--- src/rtl/frogger_game_controller_pkg.sv ---
// Shared definitions for the Frogger game sequencer: state codes,
// default timing/level constants and the car speed helper.
package frogger_game_controller_pkg;

  typedef enum logic [2:0] {
    ST_IDLE      = 3'd0,
    ST_PLAYING   = 3'd1,
    ST_HIT       = 3'd2,
    ST_LEVEL_UP  = 3'd3,
    ST_GAME_OVER = 3'd4
  } state_e;

  localparam int DEF_LIVES_INI       = 3;
  localparam int DEF_MAX_LEVEL       = 9;
  localparam int DEF_BASE_CAR_SPEED  = 1;
  localparam int DEF_SPEED_STEP      = 1;
  localparam int DEF_DEATH_FRAMES    = 60;
  localparam int DEF_LEVEL_FRAMES    = 90;
  localparam int DEF_GAMEOVER_FRAMES = 180;

  // Linear speed ramp per level, clamped to the 4-bit speed range.
  function automatic logic [3:0] calc_speed(input int base, input int step,
                                            input logic [3:0] level);
    int s;
    s = base + step * (int'(level) - 1);
    if (s > 15) return 4'd15;
    if (s < 0) return 4'd0;
    return 4'(s);
  endfunction

endpackage

--- src/rtl/frogger_game_controller_frame_timer.sv ---
// Counts frame ticks since the last clear; o_Done flags the tick that
// brings the count up to i_Limit.
module frogger_game_controller_frame_timer (
  input  logic       i_Clk,
  input  logic       i_Rst_L,
  input  logic       i_Clear,
  input  logic       i_Tick,
  input  logic [7:0] i_Limit,
  output logic       o_Done
);

  logic [7:0] count_q, count_d;

  // Clear wins over a coincident tick so the entry cycle is never counted.
  always_comb begin
    count_d = count_q;
    if (i_Clear) begin
      count_d = '0;
    end else if (i_Tick) begin
      count_d = count_q + 8'd1;
    end
  end

  always_ff @(posedge i_Clk or negedge i_Rst_L) begin
    if (!i_Rst_L) begin
      count_q <= '0;
    end else begin
      count_q <= count_d;
    end
  end

  assign o_Done = i_Tick && (({1'b0, count_q} + 9'd1) >= {1'b0, i_Limit});

endmodule

--- src/rtl/frogger_game_controller.sv ---
// Frogger game sequencer: game FSM, lives/level bookkeeping, car speed
// per level and the frog re-spawn pulse, paced by the frame tick.
module frogger_game_controller
  import frogger_game_controller_pkg::*;
#(
  parameter int c_LIVES_INI       = DEF_LIVES_INI,
  parameter int c_MAX_LEVEL       = DEF_MAX_LEVEL,
  parameter int c_BASE_CAR_SPEED  = DEF_BASE_CAR_SPEED,
  parameter int c_SPEED_STEP      = DEF_SPEED_STEP,
  parameter int c_DEATH_FRAMES    = DEF_DEATH_FRAMES,
  parameter int c_LEVEL_FRAMES    = DEF_LEVEL_FRAMES,
  parameter int c_GAMEOVER_FRAMES = DEF_GAMEOVER_FRAMES
) (
  input  logic       i_Clk,
  input  logic       i_Rst_L,
  input  logic       i_Frame_Tick,
  input  logic       i_Start,
  input  logic       i_Has_Collided,
  input  logic       i_Frog_At_Goal,
  output logic [2:0] o_Game_State,
  output logic [2:0] o_Lives,
  output logic [3:0] o_Level,
  output logic [3:0] o_Car_Speed,
  output logic       o_Cars_Enable,
  output logic       o_Frog_Reset,
  output logic       o_Frog_Enable
);

  localparam logic [2:0] LIVES_INI  = 3'(c_LIVES_INI);
  localparam logic [3:0] MAX_LEVEL  = 4'(c_MAX_LEVEL);
  localparam logic [3:0] BASE_SPEED = 4'(c_BASE_CAR_SPEED);
  localparam logic [7:0] DEATH_LIM  = 8'(c_DEATH_FRAMES);
  localparam logic [7:0] LEVEL_LIM  = 8'(c_LEVEL_FRAMES);
  localparam logic [7:0] OVER_LIM   = 8'(c_GAMEOVER_FRAMES);

  logic [2:0] state_q, state_d;
  logic [2:0] lives_q, lives_d;
  logic [3:0] level_q, level_d;
  logic [3:0] speed_q, speed_d;
  logic       cars_en_q, cars_en_d;
  logic       frog_en_q, frog_en_d;
  logic       frog_rst_q, frog_rst_d;
  logic       start_prev_q;
  logic       start_edge;
  logic       timer_clear;
  logic       timer_done;
  logic [7:0] timer_limit;

  assign start_edge  = i_Start && !start_prev_q;
  assign timer_clear = (state_d != state_q);

  always_comb begin
    case (state_q)
      ST_HIT:      timer_limit = DEATH_LIM;
      ST_LEVEL_UP: timer_limit = LEVEL_LIM;
      default:     timer_limit = OVER_LIM;
    endcase
  end

  frogger_game_controller_frame_timer u_frame_timer (
    .i_Clk   (i_Clk),
    .i_Rst_L (i_Rst_L),
    .i_Clear (timer_clear),
    .i_Tick  (i_Frame_Tick),
    .i_Limit (timer_limit),
    .o_Done  (timer_done)
  );

  always_ff @(posedge i_Clk or negedge i_Rst_L) begin
    if (!i_Rst_L) begin
      state_q      <= ST_IDLE;
      lives_q      <= LIVES_INI;
      level_q      <= 4'd1;
      speed_q      <= BASE_SPEED;
      cars_en_q    <= 1'b1;
      frog_en_q    <= 1'b0;
      frog_rst_q   <= 1'b0;
      start_prev_q <= 1'b0;
    end else begin
      state_q      <= state_d;
      lives_q      <= lives_d;
      level_q      <= level_d;
      speed_q      <= speed_d;
      cars_en_q    <= cars_en_d;
      frog_en_q    <= frog_en_d;
      frog_rst_q   <= frog_rst_d;
      start_prev_q <= i_Start;
    end
  end

  // Collision and goal are only acted on while playing; collision has priority.
  always_comb begin
    state_d = state_q;
    lives_d = lives_q;
    level_d = level_q;
    case (state_q)
      ST_IDLE: begin
        if (start_edge) begin
          lives_d = LIVES_INI;
          level_d = 4'd1;
          state_d = ST_PLAYING;
        end
      end
      ST_PLAYING: begin
        if (i_Has_Collided) begin
          if (lives_q > 3'd1) begin
            lives_d = lives_q - 3'd1;
            state_d = ST_HIT;
          end else begin
            lives_d = 3'd0;
            state_d = ST_GAME_OVER;
          end
        end else if (i_Frog_At_Goal) begin
          level_d = (level_q >= MAX_LEVEL) ? MAX_LEVEL : level_q + 4'd1;
          state_d = ST_LEVEL_UP;
        end
      end
      ST_HIT, ST_LEVEL_UP: begin
        if (timer_done) state_d = ST_PLAYING;
      end
      ST_GAME_OVER: begin
        if (timer_done) state_d = ST_IDLE;
      end
      default: state_d = ST_IDLE;
    endcase
  end

  // Outputs follow the upcoming state so they line up with o_Game_State.
  always_comb begin
    cars_en_d  = (state_d == ST_IDLE) || (state_d == ST_PLAYING);
    frog_en_d  = (state_d == ST_PLAYING);
    frog_rst_d = (state_d == ST_PLAYING) && (state_q != ST_PLAYING);
    speed_d    = calc_speed(c_BASE_CAR_SPEED, c_SPEED_STEP, level_q);
  end

  assign o_Game_State  = state_q;
  assign o_Lives       = lives_q;
  assign o_Level       = level_q;
  assign o_Car_Speed   = speed_q;
  assign o_Cars_Enable = cars_en_q;
  assign o_Frog_Reset  = frog_rst_q;
  assign o_Frog_Enable = frog_en_q;

endmodule

--- config.mk ---
export PLATFORM = sky130hd
export DESIGN_NAME = frogger_game_controller
export DESIGN_NICKNAME = d
export VERILOG_FILES = /design/src/rtl/frogger_game_controller_pkg.sv /design/src/rtl/frogger_game_controller_frame_timer.sv /design/src/rtl/frogger_game_controller.sv
export SDC_FILE = /design/constraint.sdc
export NUM_CORES = 1
export LEC_CHECK = 0
export CAP_MARGIN = 20
export CORE_MARGIN = 1.5
export CORE_UTILIZATION = 50
export CTS_CLUSTER_SIZE = 25
export DETAILED_ROUTE_END_ITERATION = 10
export DONT_BUFFER_PORTS = 1
export PLACE_DENSITY = 0.64
export SLEW_MARGIN = 40
export SYNTH_ARGS = -nofsm -noshare
export SYNTH_HDL_FRONTEND = slang
export SYNTH_SLANG_ARGS = --single-unit
--- constraint.sdc ---
create_clock -name i_Clk -period 2.3 [get_ports i_Clk]
set_input_delay 0.23 -clock i_Clk [delete_from_list [all_inputs] [get_ports i_Clk]]
set_output_delay 0.23 -clock i_Clk [all_outputs]
set_load 0.02 [all_outputs]
# --- Yosys cells after proc, flatten, opt, wreduce, memory -nomap -nowiden ---
# Index checks and enable logic that the tools add are counted.
totals:
  word_cells: 69
  memories: 0
  output_inout_bits: 17
  input_bits: 6
  ram_bits: 0
  romBits: 0
  ff_bits: 26
  latch_bits: 0
op_classes:
  bitwise_logic: 0
  mux: 26
  multipliers: 0
  n_reduce_logical: 12
  magnitude_cmp: 5
  shift: 0
  addsub: 6
  div: 0
  eq_ne: 11
op_table:
  columns: ["op", "count"]
  rows:
  - ["two-way mux 4 bit", 8]
  - ["two-way mux 3 bit", 9]
  - ["two-way mux 8 bit", 2]
  - ["one-hot mux 8 bit (2 select lines)", 1]
  - ["one-hot mux 3 bit (4 select lines)", 1]
  - ["adder 8 x 1 -> 9 bit (second input constant)", 1]
  - [">= comparator 9 x 8 -> 1 bit", 1]
  - ["adder 8 x 1 -> 8 bit (second input constant)", 1]
  - ["!= test 2 bit (second input constant)", 4]
  - ["one-hot mux 4 bit (2 select lines)", 1]
  - ["adder 2 x 5 -> 6 bit (first input constant)", 1]
  - ["== test 3 x 1 -> 1 bit (second input constant)", 2]
  - ["== test 3 x 2 -> 1 bit (second input constant)", 2]
  - ["> comparator 6 x 5 -> 1 bit (second input constant)", 1]
  - ["logical NOT 3 bit", 2]
  - ["less-than comparator 6 x 1 -> 1 bit (second input constant)", 1]
  - ["one-hot mux 3 bit (2 select lines)", 1]
  - ["subtractor 4 x 1 -> 5 bit (second input constant)", 1]
  - ["adder 4 x 1 -> 4 bit (second input constant)", 1]
  - [">= comparator 4 bit (second input constant)", 1]
  - ["AND reduction 4 bit", 1]
  - ["nonzero test 2 bit", 2]
  - ["== test 3 bit (second input constant)", 1]
  - ["> comparator 3 x 1 -> 1 bit (second input constant)", 1]
  - ["9 further kinds", 13]

# --- Logic depth before layout (Yosys ltp) ---
# Gate-level depths: netlist of run 1.
depth:
  depth_word: 8
  mapped_depth: 12
  mapped_depth_nobuf: 11

# --- Cells and area by module ---
# A second synthesis of run 1 with hierarchy kept.
hier_totals:
  cells_unflattened: 182
  area_unflattened_um2: 1657.8
modules_own_cells:
  columns: ["mod", "area_per_inst_um2", "seq_area_each_um2", "instances", "cells_per_inst"]
  rows:
  - ["frogger_game_controller", 994.7, 456.7, 1, 105]
  - ["frogger_game_controller_frame_timer", 663.1, 200.2, 1, 77]

# --- Worst setup path after synthesis of run 1 ---
# OpenSTA, ideal clock, no wires.
synth_path:
  path_kind: "register to register"
  start: "reg u_frame_timer.count_q[0]"
  end: "reg u_frame_timer.count_q[5]"
  path_stages_with_launch: 13
  n_path_buf: 1
  t_required_ns: 2.167
  t_arrival_ns: 2.341
  setup_slack_ns: -0.175
  setup_time_ns: 0.133
  period_less_slack_ns: 2.475
  cell_sequence: "dfrtp_1 ha_1 and3_1 buf_6 nand3_1 xnor2_1 ha_1 nand3_1 mux2i_2 a211oi_4 o21a_4 o2bb2ai_4 nor3b_2"
synth_between:
  elab_chain_len: 7
  word_cells_on_any_way: 11
  cone_classes: "2 x add/sub; 1 x order compare; 1 x eq/ne; 5 x mux; 2 x reduce/logical"
synth_lines:
  columns: ["item", "line_no", "source"]
  rows:
  - ["start, declared", "frogger_game_controller_frame_timer.sv:12", "logic [7:0] count_q, count_d;"]
  - ["start signal, assigned", "frogger_game_controller_frame_timer.sv:28", "count_q <= count_d;"]
  - ["adder 8 x 1 -> 9 bit", "frogger_game_controller_frame_timer.sv:32", "assign o_Done = i_Tick && (({1'b0, count_q} + 9'd1) >= {1'b0, i_Limit});"]
  - [">= comparator 9 x 8 -> 1 bit", "frogger_game_controller_frame_timer.sv:32", null]
  - ["logical AND 1 bit", "frogger_game_controller_frame_timer.sv:32", null]
  - ["two-way mux 3 bit (on tied branches)", "frogger_game_controller.sv:122, frogger_game_controller.sv:119", null]
  - ["one-hot mux 3 bit (4 select lines)", "frogger_game_controller.sv:96", "case (state_q)"]
  - ["!= test 3 bit", "frogger_game_controller.sv:50", "assign timer_clear = (state_d != state_q);"]
  - ["two-way mux 8 bit or nonzero test 2 bit (tied branches)", null, null]
# Several ways; a longest one is shown, not always the timed one. The select of a mux whose other input is x is not followed.
# A chain may end at the register's enable or synchronous reset.

# --- Worst setup path in the final report of run 1 ---
# Ends and elaborated chain as after synthesis.

==> impl_metrics.toml, run 1 <==
[global_routing]
use_met3_pct = 3.31
grt_use_total_pct = 21.6
grt_busiest_layer = "met2"
overflow = 0
grt_pass1_wl_um = 6110
grt_pass1_vias = 1375
use_met2_pct = 40.8
grt_max_degree = 27
antenna_found_initial = 0
use_met1_pct = 24.9

[layout]
final_nets = 215
area_growth_pct = 20.2
n_fill_cell = 304
final_util_pct = 62.6
diodes = 0
drive_above_1_share_pct = 31.6
fin_cells = 242

[sta]
rsz0062_at_grt = "true"
finClkSkew_ps = 7.11
timing.hold.ws_ps = 72.2
fin_ws_ps = -268
fin_crit_sh_pct = 112
worst_pin_slew_ps = 562
max_slew_margin_pct = 62.5
max_freq_mhz = 389
timing.final.crit_period_ps = 2570
finalHoldViolations = 0
drv_slew = 0
setup_viol = 14

[floorplanning]
die_w_um = 62.0
rows = 21
core-area_um2 = 3340
dieArea_um2 = 3840
initial_core_util_pct = 52.1
die_y_um = 62.0
ios = 23

[placed_design]
place.gp.congestion = 0.862
port_buffers = 0
placed_cells = 232
place_ws_ps = -192
dp_hpwl_um = 2700

[clocking]
cts_root_buf = "clkbuf_4"
clkSinkCount = 26
cts_buffers = 3
clk_latency_ps = 330
htreeDepth = 1
cts_buffer_depth = 2
tritoncts = "yes"
path_clk_slew_ps = 140

[critical_path]
required_ps = 2560
r2r_cells = 13
rrSetupSlack_ps = -270
critical_path_peak_fanout = 8
startpoint_type = "flip-flop"
setup.worst_path.end_class = "flip-flop"
cp.arrival_ps = 2820
timing.rr.end = "u_frame_timer.count_q[5]"
crit_type = "reg -> reg"
r2r-start = "u_frame_timer.count_q[0]"

[logic_synthesis]
synth_seq_area_share_pct = 37.8
ys_ff_latch = 26
synth_common_cells = "dfrtp_1, nor2_1, nand2_1"
synth_edf_count = 0
synth_largest_area_cell = "dfrtp_1"
synthDistinctLibCells = 53
synth_top_area_share_pct = 30.2
synth_area_um2 = 1740
syn_avg_cell_area_um2 = 9.93
ys_warn_count = 0
netlist_instances = 175
yosys_most_used_dff = "dfrtp_1"
synth-async-reset-ratio_pct = 100
syn_nets = 193
ys_top_cells_by_area = "dfrtp_1, ha_1, dfstp_2, nor3_2, xor2_1"
post-synth-top-count-cell = "dfrtp_1"

[worst_hold_path]
holdCritPathClass = "in -> reg"
hold_start = "i_Frog_At_Goal"
hold_path_end = "o_Level[3]"
min_delay_path_depth = 2

[power]
p_per_area_nw_per_um2 = 984
power_leakage_nw = 0.934
total_power_w = 0.00206
vdd_drop_max_uv = 534

[flow_run]
cap_violations = 0

[routing]
finalWirelength_um = 3680
vias = 1351
ant_nets = 0
wl_per_cell_um = 15.2
firstDrtPassIters = 4
drt_iter0_drc = 68
viasPerCell = 5.58
drc = 0

[status]
status = "finished with violations"
violations = "setup timing"
[sequential cells by signal (all words and copies together) (netlist names)]
signal and cells:
o_Frog_Reset 1, start_prev_q 1, u_frame_timer.count_q 8, o_Car_Speed 4
o_Game_State 3, o_Level 4, o_Lives 3, o_Cars_Enable 1
o_Frog_Enable 1
[cells in the final DEF, fill, tap and decap left out, drive strengths merged, types with 2 or more instances in the layout]
cell type    count
dfstp            5
dfrtp           21
ha              12
nand2b           6
xnor2            4
nand2           13
and3             3
nand3b           3
o21ai           14
nor3             9
a21oi            4
dlygate4sd3      2
inv             12
nand3            8
o21a             2
nor2            15
or2              3
and2             2
mux2i            2
a31oi            3
clkbuf           4
o31ai            3
nand4            3
xor2             8
buf             19
[worst max path at each step]
stage                             startpoint                  endpoint  slack [ps]  cells after the start
global placement    u_frame_timer.count_q[0]              o_Frog_Reset        -150                     11
finish              u_frame_timer.count_q[0]  u_frame_timer.count_q[5]        -270                     13
floorplan           u_frame_timer.count_q[0]  u_frame_timer.count_q[5]        -150                     12
global route        u_frame_timer.count_q[0]  u_frame_timer.count_q[5]        -370                     13
detailed placement  u_frame_timer.count_q[0]              o_Frog_Reset        -190                     11
CTS                 u_frame_timer.count_q[0]  u_frame_timer.count_q[5]        -190                     12
[final cells by class]
class / instances / area, µm² / share of cell area, %
inverter: 12 / 47.5 / 2.28
timing repair buffer: 21 / 200 / 9.58
tap: 46 / 57.6 / 2.75
clock buffer: 4 / 36.3 / 1.74
multi-input combinational: 133 / 1090 / 52.2
sequential: 26 / 657 / 31.4
[logic make-up (layout without fill, tap and decap cells)]
group | count (synthesis) | count (layout) | share of synthesized area [%]
flops | 26 | 26 | 37.8
compound gates | 37 | 37 | 18.2
fa+ha+maj | 12 | 12 | 8.64
xor+xnor | 12 | 12 | 6.05
simple gates | 70 | 70 | 23.4
mux | 2 | 2 | 1.37
buf+inv | 16 | 37 | 4.54
[metrics by stage]
step                TNS [ps]  area, µm²
global route           -4190       2090
global placement       -1050       1920
detailed placement     -1730       1920
CTS                    -2090       2020
floorplan              -1360       1760
finish                 -2710       2090
[repair_timing]
action,CTS,global route
setup buffers,2,3
endpoints found under the hold margin,27,0
gates resized for setup,2,11
setup endpoints to repair,14,14
hold buffers,3,0
pin swaps,11,12
[routing by layer]
layer,vias to the layer above,part of all wire (%)
li1,662,-
met1,669,42
met2,16,55
met3,4,2.5
met4,0,0.92
met5,-,0
[critical path, stage by stage, from the launching register on]
cell and delay, ps:
dfrtp_1 410, ha_2 190, and3_4 200, nand3_4 100, xnor2_4 220, ha_4 230
nand3b_1 100, mux2i_2 80, buf_4 140, a211oi_4 260, o21a_4 190, o2bb2ai_4 60
buf_12 150, nor3b_2 150
[power by group]
group	switching (W)	total (W)	internal [W]
Combinational	0.000635	0.00111	0.000478
Sequential	0.000135	0.000708	0.000573
Clock	0.000138	0.000235	0.0000970
Note: power is estimated with default switching activity, not from simulation.
==> inputs of run 2 (changes only) <==
--- a/config.mk
+++ b/config.mk
@@ -15,4 +15,6 @@
 export SLEW_MARGIN = 40
 export SYNTH_ARGS = -nofsm -noshare
 export SYNTH_HDL_FRONTEND = slang
+export SYNTH_HIERARCHICAL = 1
 export SYNTH_SLANG_ARGS = --single-unit
+export TNS_END_PERCENT = 5
==> constraint.sdc (replaced) <==
create_clock -name i_Clk -period 2.3 [get_ports i_Clk]
set_input_delay 0.345 -clock i_Clk [delete_from_list [all_inputs] [get_ports i_Clk]]
set_output_delay 0.345 -clock i_Clk [all_outputs]
set_load 0.02 [all_outputs]
==> run 2 against run 1 <==
Against the previous run: the run still ends with setup timing left; non-clock buffer count shrank 2; area after synthesis shrank 4.6%; setup slack better by 83 ps; count of clock-buffer cells in the layout unchanged; sequential share of layout area up 3.1 points; die area decreased by 4.4%; via count decreased by 7.3%; design area is 8.7% lower; total power up 0.23%; clock skew rose by 8.8 ps; sequential power increased by 27%; clock power down 17%; critical path type unchanged; critical endpoint is now u_frame_timer/count_q[4]; largest power group unchanged; highest routed layer unchanged.
==> impl_metrics.toml, run 2 <==
[worst_hold_path]
min_delay_path_depth = 0
holdCritPathClass = "in -> reg"
hold_path_end = "start_prev_q"
hold_start = "i_Start"

[routing]
ant_nets = 0
finalWirelength_um = 3160
wl_per_cell_um = 12.9
drt_iter0_drc = 40
viasPerCell = 5.13
vias = 1252
drc = 0
firstDrtPassIters = 4

[placed_design]
placed_cells = 236
placed_area_um2 = 1820
place.gp.congestion = 0.750
port_buffers = 0
dp_hpwl_um = 2390

[logic_synthesis]
synth_largest_area_cell = "dfrtp_1"
netlist_instances = 182
synth_edf_count = 0
syn_avg_cell_area_um2 = 9.11
synth-async-reset-ratio_pct = 100
synth_area_um2 = 1660
ys_top_cells_by_area = "dfrtp_1, ha_1, dfstp_2, xor2_1, nand2_1"
syn_nets = 202
ys_ff_latch = 26
synth_common_cells = "dfrtp_1, nand2_1, nor2_1"
yosys_most_used_dff = "dfrtp_1"
post-synth-top-count-cell = "dfrtp_1"
synth_top_area_share_pct = 31.7
synthDistinctLibCells = 46
synth_seq_area_share_pct = 39.6
ys_warn_count = 6

[clocking]
cts_buffers = 3
clk_latency_ps = 320
path_clk_slew_ps = 140
htreeDepth = 1
cts_buffer_depth = 2
cts_root_buf = "clkbuf_4"
clkSinkCount = 26
tritoncts = "yes"

[global_routing]
grt_pass1_wl_um = 5310
grt_pass1_vias = 1223
overflow = 0
grt_max_degree = 27
antenna_found_initial = 0
grt_use_total_pct = 19.1

[critical_path]
crit_type = "reg -> reg"
setup.worst_path.end_class = "flip-flop"
timing.rr.end = "u_frame_timer/count_q[4]"
r2r-start = "u_frame_timer/count_q[0]"
r2r_cells = 13
rrSetupSlack_ps = -190
critical_path_peak_fanout = 8
required_ps = 2550
cp.arrival_ps = 2730
startpoint_type = "flip-flop"

[layout]
largest_reg_flops = 8
fin_cells = 244
design_area_um2 = 1910
drive_above_1_share_pct = 21.5
regMostFlops = "u_frame_timer/count_q"
diodes = 0
layout_common_cells = "dfrtp_1, nand2_1, buf_4"
final_nets = 221
final_common_cell = "dfrtp_1"
area_growth_pct = 15.1
n_fill_cell = 279

[sta]
timing.final.crit_period_ps = 2490
fin_crit_sh_pct = 108
timing.hold.ws_ps = 31.6
fin_ws_ps = -185
finClkSkew_ps = 15.9
finalHoldViolations = 0
drv_slew = 0
setup_viol = 12
rsz0062_at_grt = "true"
max_freq_mhz = 402

[floorplanning]
core-area_um2 = 3100
dieArea_um2 = 3670
die_w_um = 60.6
initial_core_util_pct = 53.4
die_y_um = 60.6
ios = 23
rows = 20

[status]
status = "finished with violations"
violations = "setup timing"

[flow_run]
cap_violations = 0

[power]
vdd_drop_max_uv = 634
power_leakage_nw = 0.920
p_per_area_nw_per_um2 = 1080
## run 2: cell count changes after synthesis, moves of 3 or more
cell,previous run,this run
a21oi_1,4,8
o31ai_1,3,0
nor3_2,8,1
inv_1,11,16
nor2b_1,1,4
nor2_1,14,17
nand2_1,13,18
## run 2: how the worst max path moves through the flow
stage	from	endpoint	slack (ps)	depth (start not counted)
after floorplan	u_frame_timer/count_q[0]	o_Frog_Enable	-180	13
after global placement	u_frame_timer/count_q[1]	o_Frog_Enable	-220	13
after detailed placement	u_frame_timer/count_q[1]	u_frame_timer/count_q[2]	-270	13
after CTS	u_frame_timer/count_q[0]	o_Frog_Enable	-200	13
after global routing	u_frame_timer/count_q[0]	u_frame_timer/count_q[5]	-340	13
final	u_frame_timer/count_q[0]	u_frame_timer/count_q[4]	-190	13
## run 2: through the flow
stage / TNS [ps] / total power (W) / setup WS [ps] / utilization (%)
finish: -1880 / 0.00206 / -185 / 61.5
global route: -3830 / 0.00225 / -344 / 61.5
CTS: -2080 / 0.00206 / -200 / 60.8
detailed placement: -2680 / 0.00182 / -268 / 58.5
global placement: -1940 / 0.00178 / -218 / 58.5
floorplan: -1630 / 0.00157 / -184 / -
## run 2: per-layer routing
metal	part of all wire, %	track usage [%]	vias up	wire (µm)
met5	0	0	-	0
met4	0.48	6.52	0	15
met3	2.7	2.56	2	85
met2	48	31.8	13	1520
met1	49	25.6	581	1530
li1	-	-	656	-
## run 2: area by class of cell
class,count,area [µm²],area share [%]
multi-input combinational,135,951,49.8
sequential,26,658,34.5
tap,44,55.1,2.89
clock buffer,4,26.3,1.38
inverter,16,60.1,3.15
timing repair buffer,19,158,8.26
## run 2: cell families (layout without fill, tap and decap cells)
family                   count (synthesis)  count (layout)  synth area share (%)
AO/OA/AOI/OAI                           35              35                  13.3
other                                    2               2                 0.453
buffers and inverters                   21              39                  5.74
flip-flops                              26              26                  39.6
XOR/XNOR                                13              13                  6.87
AND/OR/NAND/NOR                         68              68                  21.7
adder cells (fa/ha/maj)                 14              14                  10.6
multiplexers                             3               3                  1.81
## run 2: what timing repair did
action	4_1_cts	5_1_grt
setup endpoints to repair	12	13
endpoints found under the hold margin	26	0
resized for setup	2	7
pin swaps	15	4
setup buffers	2	0
hold buffers	2	0
## run 2: critical path, cell delays in order (launching register included)
cell	delay, ps
dfrtp_1	400
ha_2	200
and3_4	150
buf_4	140
xor2_1	150
ha_1	310
a21oi_1	130
o21ai_1	90
a21oi_2	130
o22ai_2	110
nor2_2	160
mux2i_1	90
o22a_2	260
nor2_1	120
## run 2: where the power goes
group / switching [W] / internal, W
Sequential: 0.000263 / 0.000636
Clock: 0.000128 / 0.0000678
Combinational: 0.000539 / 0.000426
